[src/rtl/uart_tx_fifo.sv]
// UART 8N1 transmitter fed by a synchronous FIFO, draining frames back-to-back.
// Define UART_TX_PARITY_EN for an even-parity bit and a two-bit stop phase.
module uart_tx_fifo #(
    parameter int CLKS_PER_BIT = 10416,
    parameter int ADDR_W       = 4
) (
    input  logic              clock,
    input  logic              reset,
    input  logic [7:0]        in_data,
    input  logic              in_valid,
    output logic              in_ready,
    output logic              tx,
    output logic              busy,
    output logic [ADDR_W:0]   fifo_count
);

    localparam int DEPTH = 1 << ADDR_W;
    localparam int CNT_W = $clog2(CLKS_PER_BIT);

    localparam logic [CNT_W-1:0]  CNT_MAX = CNT_W'(CLKS_PER_BIT - 1);
    localparam logic [ADDR_W:0]   FULL    = (ADDR_W + 1)'(DEPTH);
    localparam logic [ADDR_W-1:0] PTR_ONE = ADDR_W'(1);
    localparam logic [ADDR_W:0]   CNT_ONE = (ADDR_W + 1)'(1);

    localparam logic [2:0] S_IDLE   = 3'd0;
    localparam logic [2:0] S_START  = 3'd1;
    localparam logic [2:0] S_DATA   = 3'd2;
`ifdef UART_TX_PARITY_EN
    localparam logic [2:0] S_PARITY = 3'd3;
`endif
    localparam logic [2:0] S_STOP   = 3'd4;

    logic [7:0]        mem_q [DEPTH];
    logic [ADDR_W-1:0] wr_ptr_q, wr_ptr_d;
    logic [ADDR_W-1:0] rd_ptr_q, rd_ptr_d;
    logic [ADDR_W:0]   count_q, count_d;

    logic [2:0]        state_q, state_d;
    logic [CNT_W-1:0]  cnt_q, cnt_d;
    logic [2:0]        bit_idx_q, bit_idx_d;
    logic [7:0]        shift_q, shift_d;
    logic              tx_q, tx_d;
`ifdef UART_TX_PARITY_EN
    logic              parity_q, parity_d;
`endif

    logic       push;
    logic       pop;
    logic       last;
    logic       stop_done;
    logic [7:0] head;

    assign in_ready   = (count_q != FULL);
    assign push       = in_valid && in_ready;
    assign head       = mem_q[rd_ptr_q];
    assign last       = (cnt_q == CNT_MAX);
    assign tx         = tx_q;
    assign busy       = (state_q != S_IDLE) || (count_q != '0);
    assign fifo_count = count_q;

`ifdef UART_TX_PARITY_EN
    // Second stop bit is tracked in bit_idx so the stop phase spans two bits.
    assign stop_done = bit_idx_q[0];
`else
    assign stop_done = 1'b1;
`endif

    // FIFO storage: written on accepted push; flushed only by pointer reset.
    always_ff @(posedge clock) begin
        if (push) begin
            mem_q[wr_ptr_q] <= in_data;
        end
    end

    // FIFO pointer and occupancy update from push/pop strobes.
    always_comb begin
        wr_ptr_d = wr_ptr_q;
        rd_ptr_d = rd_ptr_q;
        count_d  = count_q;
        if (push) begin
            wr_ptr_d = wr_ptr_q + PTR_ONE;
        end
        if (pop) begin
            rd_ptr_d = rd_ptr_q + PTR_ONE;
        end
        case ({push, pop})
            2'b10:   count_d = count_q + CNT_ONE;
            2'b01:   count_d = count_q - CNT_ONE;
            default: count_d = count_q;
        endcase
    end

    // Serializer FSM: start, 8 data bits LSB first, [parity], stop.
    always_comb begin
        state_d   = state_q;
        cnt_d     = last ? '0 : cnt_q + 1'b1;
        bit_idx_d = bit_idx_q;
        shift_d   = shift_q;
        tx_d      = tx_q;
        pop       = 1'b0;
`ifdef UART_TX_PARITY_EN
        parity_d  = parity_q;
`endif
        case (state_q)
            S_IDLE: begin
                cnt_d = '0;
                tx_d  = 1'b1;
                if (count_q != '0) begin
                    pop     = 1'b1;
                    shift_d = head;
                    tx_d    = 1'b0;
                    state_d = S_START;
`ifdef UART_TX_PARITY_EN
                    parity_d = ^head;
`endif
                end
            end
            S_START: begin
                if (last) begin
                    tx_d      = shift_q[0];
                    bit_idx_d = 3'd0;
                    state_d   = S_DATA;
                end
            end
            S_DATA: begin
                if (last) begin
                    if (bit_idx_q == 3'd7) begin
                        bit_idx_d = 3'd0;
`ifdef UART_TX_PARITY_EN
                        tx_d    = parity_q;
                        state_d = S_PARITY;
`else
                        tx_d    = 1'b1;
                        state_d = S_STOP;
`endif
                    end else begin
                        bit_idx_d = bit_idx_q + 3'd1;
                        shift_d   = {1'b0, shift_q[7:1]};
                        tx_d      = shift_q[1];
                    end
                end
            end
`ifdef UART_TX_PARITY_EN
            S_PARITY: begin
                if (last) begin
                    tx_d      = 1'b1;
                    bit_idx_d = 3'd0;
                    state_d   = S_STOP;
                end
            end
`endif
            S_STOP: begin
                if (last && !stop_done) begin
                    bit_idx_d = bit_idx_q + 3'd1;
                end else if (last) begin
                    bit_idx_d = 3'd0;
                    if (count_q != '0) begin
                        pop     = 1'b1;
                        shift_d = head;
                        tx_d    = 1'b0;
                        state_d = S_START;
`ifdef UART_TX_PARITY_EN
                        parity_d = ^head;
`endif
                    end else begin
                        tx_d    = 1'b1;
                        state_d = S_IDLE;
                    end
                end
            end
            default: begin
                tx_d    = 1'b1;
                cnt_d   = '0;
                state_d = S_IDLE;
            end
        endcase
    end

    // State registers with synchronous reset; reset also flushes the FIFO.
    always_ff @(posedge clock) begin
        if (reset) begin
            wr_ptr_q  <= '0;
            rd_ptr_q  <= '0;
            count_q   <= '0;
            state_q   <= S_IDLE;
            cnt_q     <= '0;
            bit_idx_q <= '0;
            shift_q   <= '0;
            tx_q      <= 1'b1;
`ifdef UART_TX_PARITY_EN
            parity_q  <= 1'b0;
`endif
        end else begin
            wr_ptr_q  <= wr_ptr_d;
            rd_ptr_q  <= rd_ptr_d;
            count_q   <= count_d;
            state_q   <= state_d;
            cnt_q     <= cnt_d;
            bit_idx_q <= bit_idx_d;
            shift_q   <= shift_d;
            tx_q      <= tx_d;
`ifdef UART_TX_PARITY_EN
            parity_q  <= parity_d;
`endif
        end
    end

endmodule

[config.mk]
export PLATFORM = sky130hd
export DESIGN_NAME = uart_tx_fifo
export DESIGN_NICKNAME = d
export VERILOG_FILES = /design/src/rtl/uart_tx_fifo.sv
export SDC_FILE = /design/constraint.sdc
export NUM_CORES = 1
export LEC_CHECK = 0
export CAP_MARGIN = 25
export CORE_ASPECT_RATIO = 1.25
export CORE_UTILIZATION = 49
export DETAILED_ROUTE_END_ITERATION = 12
export GPL_TIMING_DRIVEN = 0
export HOLD_SLACK_MARGIN = 0.06
export PLACE_DENSITY = 0.68
export SETUP_SLACK_MARGIN = 0.2
export SLEW_MARGIN = 20
export SYNTH_ARGS = -nofsm -noshare
export SYNTH_HDL_FRONTEND = slang
export SYNTH_SLANG_ARGS = --single-unit
[constraint.sdc]
create_clock -name clock -period 4.1 [get_ports clock]
set_input_delay 0.82 -clock clock [delete_from_list [all_inputs] [get_ports clock]]
set_output_delay 0.82 -clock clock [all_outputs]
set_load 0.02 [all_outputs]
After elaboration in Yosys (flattened, before gate mapping)

Memories as Yosys holds them, arrays and structs flattened. A register that Yosys moved wholly into a read port is not among the register bits.
Cells that the tools add are included.

$add $sub $neg: 6
Equal/unequal tests: 15
Mux-type cells: 30
Bitwise gates (word level): 1
Reduce and logical (&&, ||, !) cells: 15

Operators with widths:

| kind                                                               | number |
|---|---|
| 8-bit 2-to-1 mux                                                   | 4 |
| 3-bit 2-to-1 mux                                                   | 8 |
| 8-bit case mux with 3 select lines                                 | 1 |
| 14-bit by 1-bit adder with 14-bit output, second input constant    | 1 |
| 14-bit equality test, second input constant                        | 1 |
| 2-bit != test, second input constant                               | 6 |
| 3-bit case mux with 4 select lines                                 | 1 |
| 1-bit 2-to-1 mux                                                   | 10 |
| 5-bit case mux with 2 select lines                                 | 1 |
| 4-bit by 1-bit adder with 4-bit output, second input constant      | 2 |
| 4-bit 2-to-1 mux                                                   | 2 |
| 3-bit equality test, second input constant                         | 2 |
| 3-bit case mux with 2 select lines                                 | 1 |
| 3-bit AND reduction                                                | 2 |
| 3-bit nonzero test                                                 | 2 |
| 3-bit OR reduction                                                 | 2 |
| 5-bit by 1-bit adder with 5-bit output, second input constant      | 1 |
| 5-bit != test, second input constant                               | 1 |
| 5-bit AND reduction                                                | 1 |
| 5-bit nonzero test                                                 | 1 |
| 5-bit by 1-bit subtractor with 5-bit output, second input constant | 1 |
| 1-bit case mux with 4 select lines                                 | 1 |
| 4-bit AND reduction                                                | 1 |
| 2-bit nonzero test                                                 | 2 |
| other kinds (12)                                                   | 12 |

Register bits: 42
Bits in writable memories: 128
Input port bits: 11
Output and inout bits: 8
Logic and storage cells: 76
Memories kept: 1

Memories:

| memory | depth | width | rd ports | clocked after memory_dff | write ports | RTL line | text |
|---|---|---|---|---|---|---|---|
| mem_q  | 16    | 8     | 1        | 1                        | 1           | 33       | `logic [7:0] mem_q [DEPTH];` |

Depth between registers and ports, before layout

Gate-level depths: netlist of run 1.

Depth in word-level cells: 6
Depth in mapped cells: 15
Depth with buffers taken out: 14

Worst setup path after synthesis of run 1

Ideal clock, no wire load.

Kind: input-to-reg
Start: in in_valid
End: reg count_q[4] (netlist: fifo_count[4])
Library setup time: 121 ps
Arrival: 3159 ps
Setup slack: 820 ps
Cell stages on the path: 13
Buffers on the path: 1
Cells stage by stage: inv_1 a21oi_1 inv_1 ha_1 clkbuf_1 xor2_1 ha_1 a31oi_1 nor3_1 a21oi_1 o41ai_1 a211oi_2 mux2_4

Longest elaborated chain between the ends: 3
Elaborated cells on any way between the ends: 5
Those cells by class: 2 x eq/ne; 1 x mux; 2 x reduce/logical

RTL lines:

| element                                                                                      | RTL line | text |
|---|---|---|
| from (decl)                                                                                  | 10       | `input logic in_valid,` |
| 1-bit logical AND *                                                                          | 54       | `assign push = in_valid && in_ready;` |
| 2-bit by 1-bit equality test with 1-bit output / 2-bit equality test (equally long branches) | 86       | `case ({push, pop})` |
| 5-bit case mux with 2 select lines / 2-bit nonzero test (equally long branches)              | -        |  |
| to (signal assigned)                                                                         | 196      | `count_q <= count_d;` |
| to (decl)                                                                                    | 36       | `logic [ADDR_W:0] count_q, count_d;` |

Every way passes the cells marked *; elsewhere a longest branch is shown, timed or not.
A chain may end at the register's enable or synchronous reset.

Worst setup path after layout of run 1

Same ends and word-level chain as after synthesis.

==> flow_summary_export.csv, run 1 <==
group,metric,value,unit
synth,ys_seq_area_share,64.7,%
synth,ys_ff_latch,174,
clock_tree,htreeDepth,4,
detailed_routing,dr.pass1.iters,11,
sta,fin_skew,0.00764,ns
placement,place_ws,-0.159,ns
detailed_routing,drc,3,
detailed_routing,final_antenna_net_count,0,
sta,rsz0062_at_grt,"no",
clock_tree,cts-buffers-inserted,17,
grt,antenna_found_initial,0,
floorplan,boundaryPins,19,
clock_tree,clk_path_buf_depth,2,
detailed_routing,routedWlPerCell,19.3,um
cells_and_area,drive_gt1_share,17.5,%
placement,io_buffers,18,
synth,syn-num-nets,525,
sta,timing.final.ws_setup,0.487,ns
grt,grtUsageTotal,19.9,%
cells_and_area,finalNetCount,563,
sta,min_period,3.61,ns
pwr,p_per_area,586,nW/um2
detailed_routing,viasPerCell,5.74,
pwr,leakage,2.71,nW
placement,hpwl,9460,um
clock_tree,hold_buffers,0,
sta,fin_crit_sh,88.1,%
critical_path,crit_arrival,3.93,ns
clock_tree,clock_latency,0.43,ns
cells_and_area,syn_to_final_growth,13.4,%
synth,synth_area_leader_cell,"edfxtp_1",
flow_run,cap_violations,0,
floorplan,coreArea,14500,um2
synth,avgSynthCellArea,14.6,um2
critical_path,crit_path_start_kind,"input port",
sta,tightest_slew,0.924,ns
critical_path,r2r_cells,14,
floorplan,die_h,139,um
grt,grt_pass1_wl,22800,um
sta,setup_viol,0,
floorplan,fp.dieW,112,um
clock_tree,cts_tree,"done",
min_path,min_path_type,"reg -> reg",
grt,grt_use_met3,4.55,%
sta,max_slew_margin,38.1,%
grt,grt_use_met2,34.9,%
min_path,hold_path_depth,1,
synth,yosysWarnings,0,
clock_tree,cts-root-buf,"clkbuf_16",
clock_tree,numClockSinks,174,
critical_path,worstSetupEndpointType,"register",
cells_and_area,design_area,8340,um2
critical_path,cp_max_fo,10,
floorplan,rows,49,
synth,synth.area.top_cells,"edfxtp_1 (52%), dfxtp_1 (13%), mux4_2 (10%)",
grt,grt-ovfl-total,0,
grt,top_usage_layer,"met2",
synth,synth_common_cells,"edfxtp_1 (128), nor2_1 (74), dfxtp_1 (46)",
cells_and_area,diodes,0,
detailed_routing,drt_iter0_markers,342,
synth,syn_inst,503,
detailed_routing,vias,4199,
floorplan,die_area,15500,um2
synth,synth_area,7360,um2
sta,slew_violations,0,
synth,async_reset_ff_share,0,%
grt,use_met1,23.9,%
floorplan,start_util,50.7,%
grt,grt_max_degree,17,
critical_path,crit_type,"in -> reg",
pwr,ir_drop,0.297,mV
detailed_routing,wl,14200,um
placement,gp_congestion,0.860,
synth,synth.most_common_cell,"edfxtp_1",
clock_tree,cts.clk_slew.worst_paths,0.06,ns
run_status,violations,"design-rule violations",
critical_path,critPathRequiredTime,4.42,ns
sta,hold_viol,0,
placement,dpl_cell_area,7790,um2
synth,synthFlopType,"edfxtp_1",
synth,synth_cell_type_count,60,
run_status,outcome,"finished with violations",
synth,synth_edf_count,128,
synth,yosysTopAreaCellShare,52.2,%
grt,grt_pass1_vias,4252,
sta,clock.fmax,277,MHz
## what timing repair did
action,4_1_cts,5_1_grt
setup endpoints to repair,0,1
buffers inserted,0,0
gates resized for setup,0,3
## cells in the final DEF, fill, tap and decap left out, types with 8 or more instances in the layout
master             n
clkdlybuf4s50_1   18
clkbuf_16         17
edfxtp_1         128
ha_1              11
xor2_1            14
mux2i_1            9
mux4_2            33
nor2_1            74
nor2b_1            8
clkbuf_1          15
nand2_1           27
dfxtp_1           46
a21oi_1           18
inv_1             10
a211oi_1          10
## layer usage
layer,wire [um],up-vias
met2,7460,100
li1,-,1984
met3,519,16
met1,5970,2099
met5,0,-
met4,201,0
## path summary, 6_finish.rpt
kind	from	to	slack (ns)
worst min-delay path	cnt_q[0]	cnt_q[0]	0.46
worst max-delay path	in_valid	fifo_count[4]	0.49
worst max register to register	cnt_q[0]	fifo_count[4]	0.55
worst min register to register	cnt_q[0]	cnt_q[0]	0.46
## state kept, by name, summed over array words and instances (netlist names), named ones only
signal,cells
wr_ptr_q,4
state_q,3
bit_idx_q,3
shift_q,8
tx,1
rd_ptr_q,4
mem_q,128
fifo_count,5
cnt_q,14
## critical path, stage by stage
cell and delay (ns):
clkdlybuf4s50_1 0.54, inv_1 0.12, a21oi_2 0.36, inv_1 0.09, ha_1 0.26, clkbuf_2 0.20
xor2_1 0.17, ha_1 0.28, a31oi_1 0.21, nor3_1 0.07, a21oi_1 0.14, o41ai_1 0.11
a211oi_2 0.25, mux2_4 0.32
## layout make-up
type | instances | area, um2
fillers | 1146 | 6190
flip-flops and latches | 174 | 4760
multi-input cells | 291 | 2440
clock buffers | 18 | 429
well taps | 178 | 223
repair buffers | 19 | 188
plain buffers | 27 | 141
clock inverters | 14 | 119
inverters | 11 | 43.8
## cells by family after synthesis
logic type	share of synthesized area [%]
AO/OA/AOI/OAI	6.73
buffers and inverters	2.50
flip-flops	64.7
adder cells (fa/ha/maj)	1.87
multiplexers	11.5
AND/OR/NAND/NOR	10.1
XOR/XNOR	2.50
## report_power, final
group / switching, mW / internal (mW)
Sequential: 0.0706 / 2.00
Clock: 0.661 / 0.834
Combinational: 0.729 / 0.595
Total: 1.46 / 3.43
## through the flow
stage / utilization, % / TNS (ns) / hold slack [ns] / instances / power, mW
floorplan: - / 0 / 0.418 / 503 / 3.09
global placement: 53.4 / -0.0741 / 0.429 / 699 / 3.40
detailed placement: 53.6 / -0.159 / 0.449 / 700 / 3.43
CTS: 57.4 / 0 / 0.464 / 732 / 4.93
global route: 57.4 / 0 / 0.498 / 732 / 5.12
finish: 57.4 / 0 / 0.457 / 732 / 4.89
No activity file was read; power rests on OpenSTA's default activity.
==> run 2: changes to the inputs <==
--- a/config.mk
+++ b/config.mk
@@ -12,7 +12,7 @@
 export GPL_TIMING_DRIVEN = 0
 export HOLD_SLACK_MARGIN = 0.06
 export PLACE_DENSITY = 0.68
-export SETUP_SLACK_MARGIN = 0.2
+export SETUP_SLACK_MARGIN = 0.5
 export SLEW_MARGIN = 20
 export SYNTH_ARGS = -nofsm -noshare
 export SYNTH_HDL_FRONTEND = slang
==> flow_summary_export.csv, run 2 (synthesis results as in run 1) <==
group,metric,value,unit
critical_path,crit_arrival,3.66,ns
sta,fin_crit_sh,81.5,%
cells_and_area,regMostFlops,"mem_q",
sta,clock.fmax,299,MHz
floorplan,die_area,15500,um2
clock_tree,clk_path_buf_depth,2,
detailed_routing,final_antenna_net_count,0,
grt,grt_max_degree,17,
placement,io_buffers,18,
clock_tree,htreeDepth,4,
floorplan,coreArea,14500,um2
sta,min_period,3.34,ns
cells_and_area,design_area,8370,um2
clock_tree,cts_setup_buffers,0,
grt,grt_pass1_vias,4254,
floorplan,start_util,50.7,%
grt,grt-ovfl-total,0,
detailed_routing,drt_iter0_markers,332,
sta,tightest_slew,0.914,ns
floorplan,die_h,139,um
clock_tree,cts-root-buf,"clkbuf_16",
pwr,p_per_area,586,nW/um2
detailed_routing,vias,4231,
critical_path,cp_max_fo,10,
cells_and_area,diodes,0,
critical_path,cpPeakStageDelay,0.54,ns
cells_and_area,finalNetCount,563,
detailed_routing,routedWlPerCell,19.4,um
grt,grt_pass1_wl,22800,um
clock_tree,cts_tree,"done",
sta,slew_violations,0,
cells_and_area,mostFrequentLayoutCells,"edfxtp_1 (128), nor2_1 (74), dfxtp_1 (46)",
pwr,p_total,4.91,mW
pwr,ir_drop,0.298,mV
clock_tree,cts-buffers-inserted,17,
sta,fin_skew,0.00790,ns
grt,antenna_found_initial,0,
clock_tree,hold_buffers,0,
critical_path,crit_type,"in -> reg",
critical_path,cpLargestDelayFamily,"compound AO/OA/AOI/OAI gates",
cells_and_area,drive_gt1_share,18.1,%
critical_path,slowest_stage,"clkdlybuf4s50_1",
detailed_routing,dr.pass1.iters,8,
detailed_routing,drc,6,
critical_path,critPathRequiredTime,4.42,ns
floorplan,boundaryPins,19,
floorplan,rows,49,
critical_path,worstSetupEndpointType,"register",
cells_and_area,final_common_cell,"edfxtp_1",
cells_and_area,largest_reg_flops,128,
min_path,min_path_type,"reg -> reg",
flow_run,cap_violations,0,
grt,grtUsageTotal,20.0,%
sta,fin_setup_tns,0,ns
critical_path,crit_path_start_kind,"input port",
critical_path,critical_path_buf_inv_count,4,
critical_path,critical_path.cell_chain,"clkdlybuf4s50_1, inv_1, a21oi_4, inv_1, ha_2, clkbuf_4, xor2_1, ha_2, a31oi_1, nor3_1, a21oi_1, o41ai_1, a211oi_2, mux2_4",
placement,gp_congestion,0.860,
floorplan,fp.dieW,112,um
pwr,leakage,2.69,nW
cells_and_area,syn_to_final_growth,13.7,%
placement,dpl_cell_area,7790,um2
sta,max_slew_margin,38.8,%
run_status,violations,"design-rule violations",
clock_tree,numClockSinks,174,
detailed_routing,wl,14200,um
clock_tree,clock_latency,0.43,ns
cells_and_area,largestRegisters,"mem_q (128), cnt_q (14), shift_q (8)",
run_status,outcome,"finished with violations",
detailed_routing,viasPerCell,5.78,
clock_tree,cts.clk_slew.worst_paths,0.06,ns
sta,setup_viol,0,
placement,hpwl,9460,um
sta,fin_hold_ws,0.457,ns
sta,hold_viol,0,
sta,rsz0062_at_grt,"no",
cells_and_area,final_util,57.6,%
run 2: cell counts in the layout (fill, tap and decap cells not counted):
Identical to the previous run, type by type.
run 2: timing repair:
item                       in CTS  in global routing
resized for setup               2                  7
pin swaps                       0                  0
setup endpoints to repair       1                  1
run 2: where the power goes:
part           internal [mW]  switching (mW)  leakage [nW]
sequential              2.00          0.0718          1.53
clock                  0.834           0.663         0.262
combinational          0.602           0.736         0.895
run 2: final timing paths:
kind                                from             to  slack (ns)  cells past startpoint
worst max register to register  cnt_q[0]  fifo_count[4]        0.78                     14
worst max-delay path            in_valid  fifo_count[4]        0.76                     14
worst min register to register  cnt_q[0]       cnt_q[0]        0.46                      1
worst min-delay path            cnt_q[0]       cnt_q[0]        0.46                      1
run 2: per-layer routing:
layer / part of all wire [%] / vias up / GRT usage, %
li1: - / 1987 / -
met1: 42 / 2144 / 24.0
met2: 53 / 86 / 35.0
met3: 3.5 / 14 / 4.55
met4: 1.5 / 0 / 7.18
met5: 0 / - / 0
run 2: cell type report:
| class | count | area (um2) |
|---|---|---|
| well taps | 178 | 223 |
| inverters | 11 | 43.8 |
| clock inverters | 14 | 119 |
| fillers | 1142 | 6160 |
| flip-flops and latches | 174 | 4760 |
| multi-input cells | 291 | 2460 |
| plain buffers | 27 | 144 |
| clock buffers | 18 | 429 |
| repair buffers | 19 | 188 |
run 2: per-stage QoR:
step,cells,worst slack [ns]
2_1_floorplan,503,0.820
3_3_place_gp,699,-0.0741
3_5_place_dp,700,-0.159
4_1_cts,732,0.571
5_1_grt,732,0.544
6_report,732,0.761
==> run 3: changes to the inputs <==
--- a/config.mk
+++ b/config.mk
@@ -11,7 +11,7 @@
 export DETAILED_ROUTE_END_ITERATION = 12
 export GPL_TIMING_DRIVEN = 0
 export HOLD_SLACK_MARGIN = 0.06
-export PLACE_DENSITY = 0.68
+export PLACE_DENSITY = 0.7
 export SETUP_SLACK_MARGIN = 0.5
 export SLEW_MARGIN = 20
 export SYNTH_ARGS = -nofsm -noshare
==> constraint.sdc (replaced) <==
create_clock -name clock -period 3 [get_ports clock]
set_input_delay 0.6 -clock clock [delete_from_list [all_inputs] [get_ports clock]]
set_output_delay 0.6 -clock clock [all_outputs]
set_load 0.02 [all_outputs]
==> flow_summary_export.csv, run 3 (synthesis results as in run 1) <==
group,metric,value,unit
cells_and_area,diodes,0,
pwr,leakage,2.83,nW
floorplan,fp.dieW,112,um
placement,dpl_cell_area,7830,um2
detailed_routing,dr.pass1.iters,8,
grt,grt_pass1_wl,23800,um
critical_path,crit_type,"reg -> reg",
floorplan,rows,49,
min_path,min_path_type,"reg -> reg",
placement,hpwl,9550,um
sta,fin_skew,0.00917,ns
critical_path,worstSetupEndpointType,"register",
critical_path,crit_arrival,3.33,ns
clock_tree,clock_latency,0.43,ns
placement,io_buffers,18,
grt,grt_max_degree,17,
clock_tree,cts-root-buf,"clkbuf_16",
grt,grt-ovfl-total,0,
critical_path,r2r_slack,-0.01,ns
detailed_routing,wl,14900,um
detailed_routing,viasPerCell,5.84,
detailed_routing,drc,1,
cells_and_area,final_util,59.7,%
cells_and_area,final_common_cell,"edfxtp_1",
cells_and_area,largestRegisters,"mem_q (128), cnt_q (14), shift_q (8)",
placement,place_ws,-0.522,ns
detailed_routing,vias,4354,
pwr,p_per_area,831,nW/um2
sta,fin_crit_sh,100,%
pwr,ir_drop,0.471,mV
sta,hold_viol,0,
sta,slew_violations,0,
sta,rsz0062_at_grt,"yes",
clock_tree,numClockSinks,174,
clock_tree,hold_buffers,0,
sta,min_period,3.01,ns
floorplan,boundaryPins,19,
floorplan,coreArea,14500,um2
cells_and_area,finalNetCount,577,
critical_path,r2r-end,"fifo_count[4]",
critical_path,timing.rr.start,"fifo_count[1]",
sta,setup_viol,1,
floorplan,die_h,139,um
sta,timing.final.ws_setup,-0.0123,ns
clock_tree,cts.clk_slew.worst_paths,0.07,ns
floorplan,die_area,15500,um2
sta,tightest_slew,0.883,ns
clock_tree,htreeDepth,4,
clock_tree,cts-buffers-inserted,17,
run_status,outcome,"finished with violations",
floorplan,start_util,50.7,%
critical_path,critPathRequiredTime,3.32,ns
min_path,hold_path_depth,1,
cells_and_area,multi_input_area,2560,um2
detailed_routing,final_antenna_net_count,0,
flow_run,cap_violations,0,
clock_tree,cts_tree,"done",
placement,gp_congestion,0.854,
min_path,worstHoldStart,"cnt_q[0]",
cells_and_area,regArea,4770,um2
cells_and_area,design_area,8680,um2
critical_path,crit_path_start_kind,"register",
run_status,violations,"design-rule violations, negative setup slack",
sta,max_slew_margin,41.1,%
clock_tree,clk_path_buf_depth,2,
grt,grtUsageTotal,20.7,%
detailed_routing,routedWlPerCell,20.0,um
cells_and_area,mostFrequentLayoutCells,"edfxtp_1 (128), nor2_1 (69), dfxtp_1 (44)",
min_path,min_to,"cnt_q[0]",
cells_and_area,regMostFlops,"mem_q",
pwr,p_total,7.21,mW
cells_and_area,fillers,1115,
critical_path,cp_max_fo,4,
detailed_routing,drt_iter0_markers,431,
cells_and_area,syn_to_final_growth,17.9,%
sta,clock.fmax,332,MHz
cells_and_area,drive_gt1_share,23.4,%
sta,fin_setup_tns,-0.0123,ns
grt,grt_pass1_vias,4396,
grt,antenna_found_initial,0,
critical_path,r2r_cells,15,
cells_and_area,largest_reg_flops,128,
-- run 3: how the worst max path moves through the flow --
stage	from	end	slack, ns	depth (start not counted)
6_report	fifo_count[1]	fifo_count[4]	-0.01	15
4_1_cts	fifo_count[1]	fifo_count[4]	-0.005	15
3_5_place_dp	in_valid	fifo_count[4]	-0.52	14
5_1_grt	fifo_count[1]	fifo_count[4]	-0.14	15
2_1_floorplan	fifo_count[1]	fifo_count[4]	0.05	15
3_3_place_gp	in_valid	fifo_count[4]	-0.48	14
-- run 3: power by group --
group          switching [mW]  internal, mW  total [mW]
clock                   0.958          1.32        2.28
sequential              0.101          2.73        2.83
combinational            1.11         0.978        2.09
total                    2.17          5.04        7.21
-- run 3: final cells by class --
type / count / share of cell area, %
clock inverter: 15 / 2.12
sequential: 174 / 55.0
timing repair buffer: 33 / 3.58
inverter: 11 / 0.562
clock buffer: 17 / 4.90
tap: 178 / 2.57
buffer: 27 / 1.79
multi-input combinational: 291 / 29.5
-- run 3: timing repair --
item                       4_1_cts  5_1_grt
gates resized for setup         22        8
gates cloned                     0        0
pin swaps                        5        1
setup endpoints to repair       15       37
setup buffers                   12        3
-- run 3: stage by stage --
step	std cells	hold slack, ns
detailed placement	699	0.447
global placement	699	0.428
floorplan	503	0.418
global route	746	0.483
CTS	743	0.463
finish	746	0.461
-- run 3: critical path: stages, from the launching register on --
cell	delay, ns
dfxtp_4	0.34
buf_6	0.11
or4_4	0.50
o21ai_4	0.18
a21o_4	0.14
inv_8	0.03
ha_4	0.16
buf_8	0.12
xor2_1	0.13
ha_2	0.21
a31oi_1	0.16
nor3_1	0.07
a21oi_1	0.14
o41ai_2	0.10
a211oi_2	0.19
mux2_4	0.32
-- run 3: routing by layer --
| layer | share of wire, % | global-route usage [%] |
|---|---|---|
| met3 | 3.6 | 4.76 |
| met4 | 2.5 | 8.11 |
| met5 | 0 | 0 |
| met2 | 52 | 34.8 |
| met1 | 42 | 26.0 |
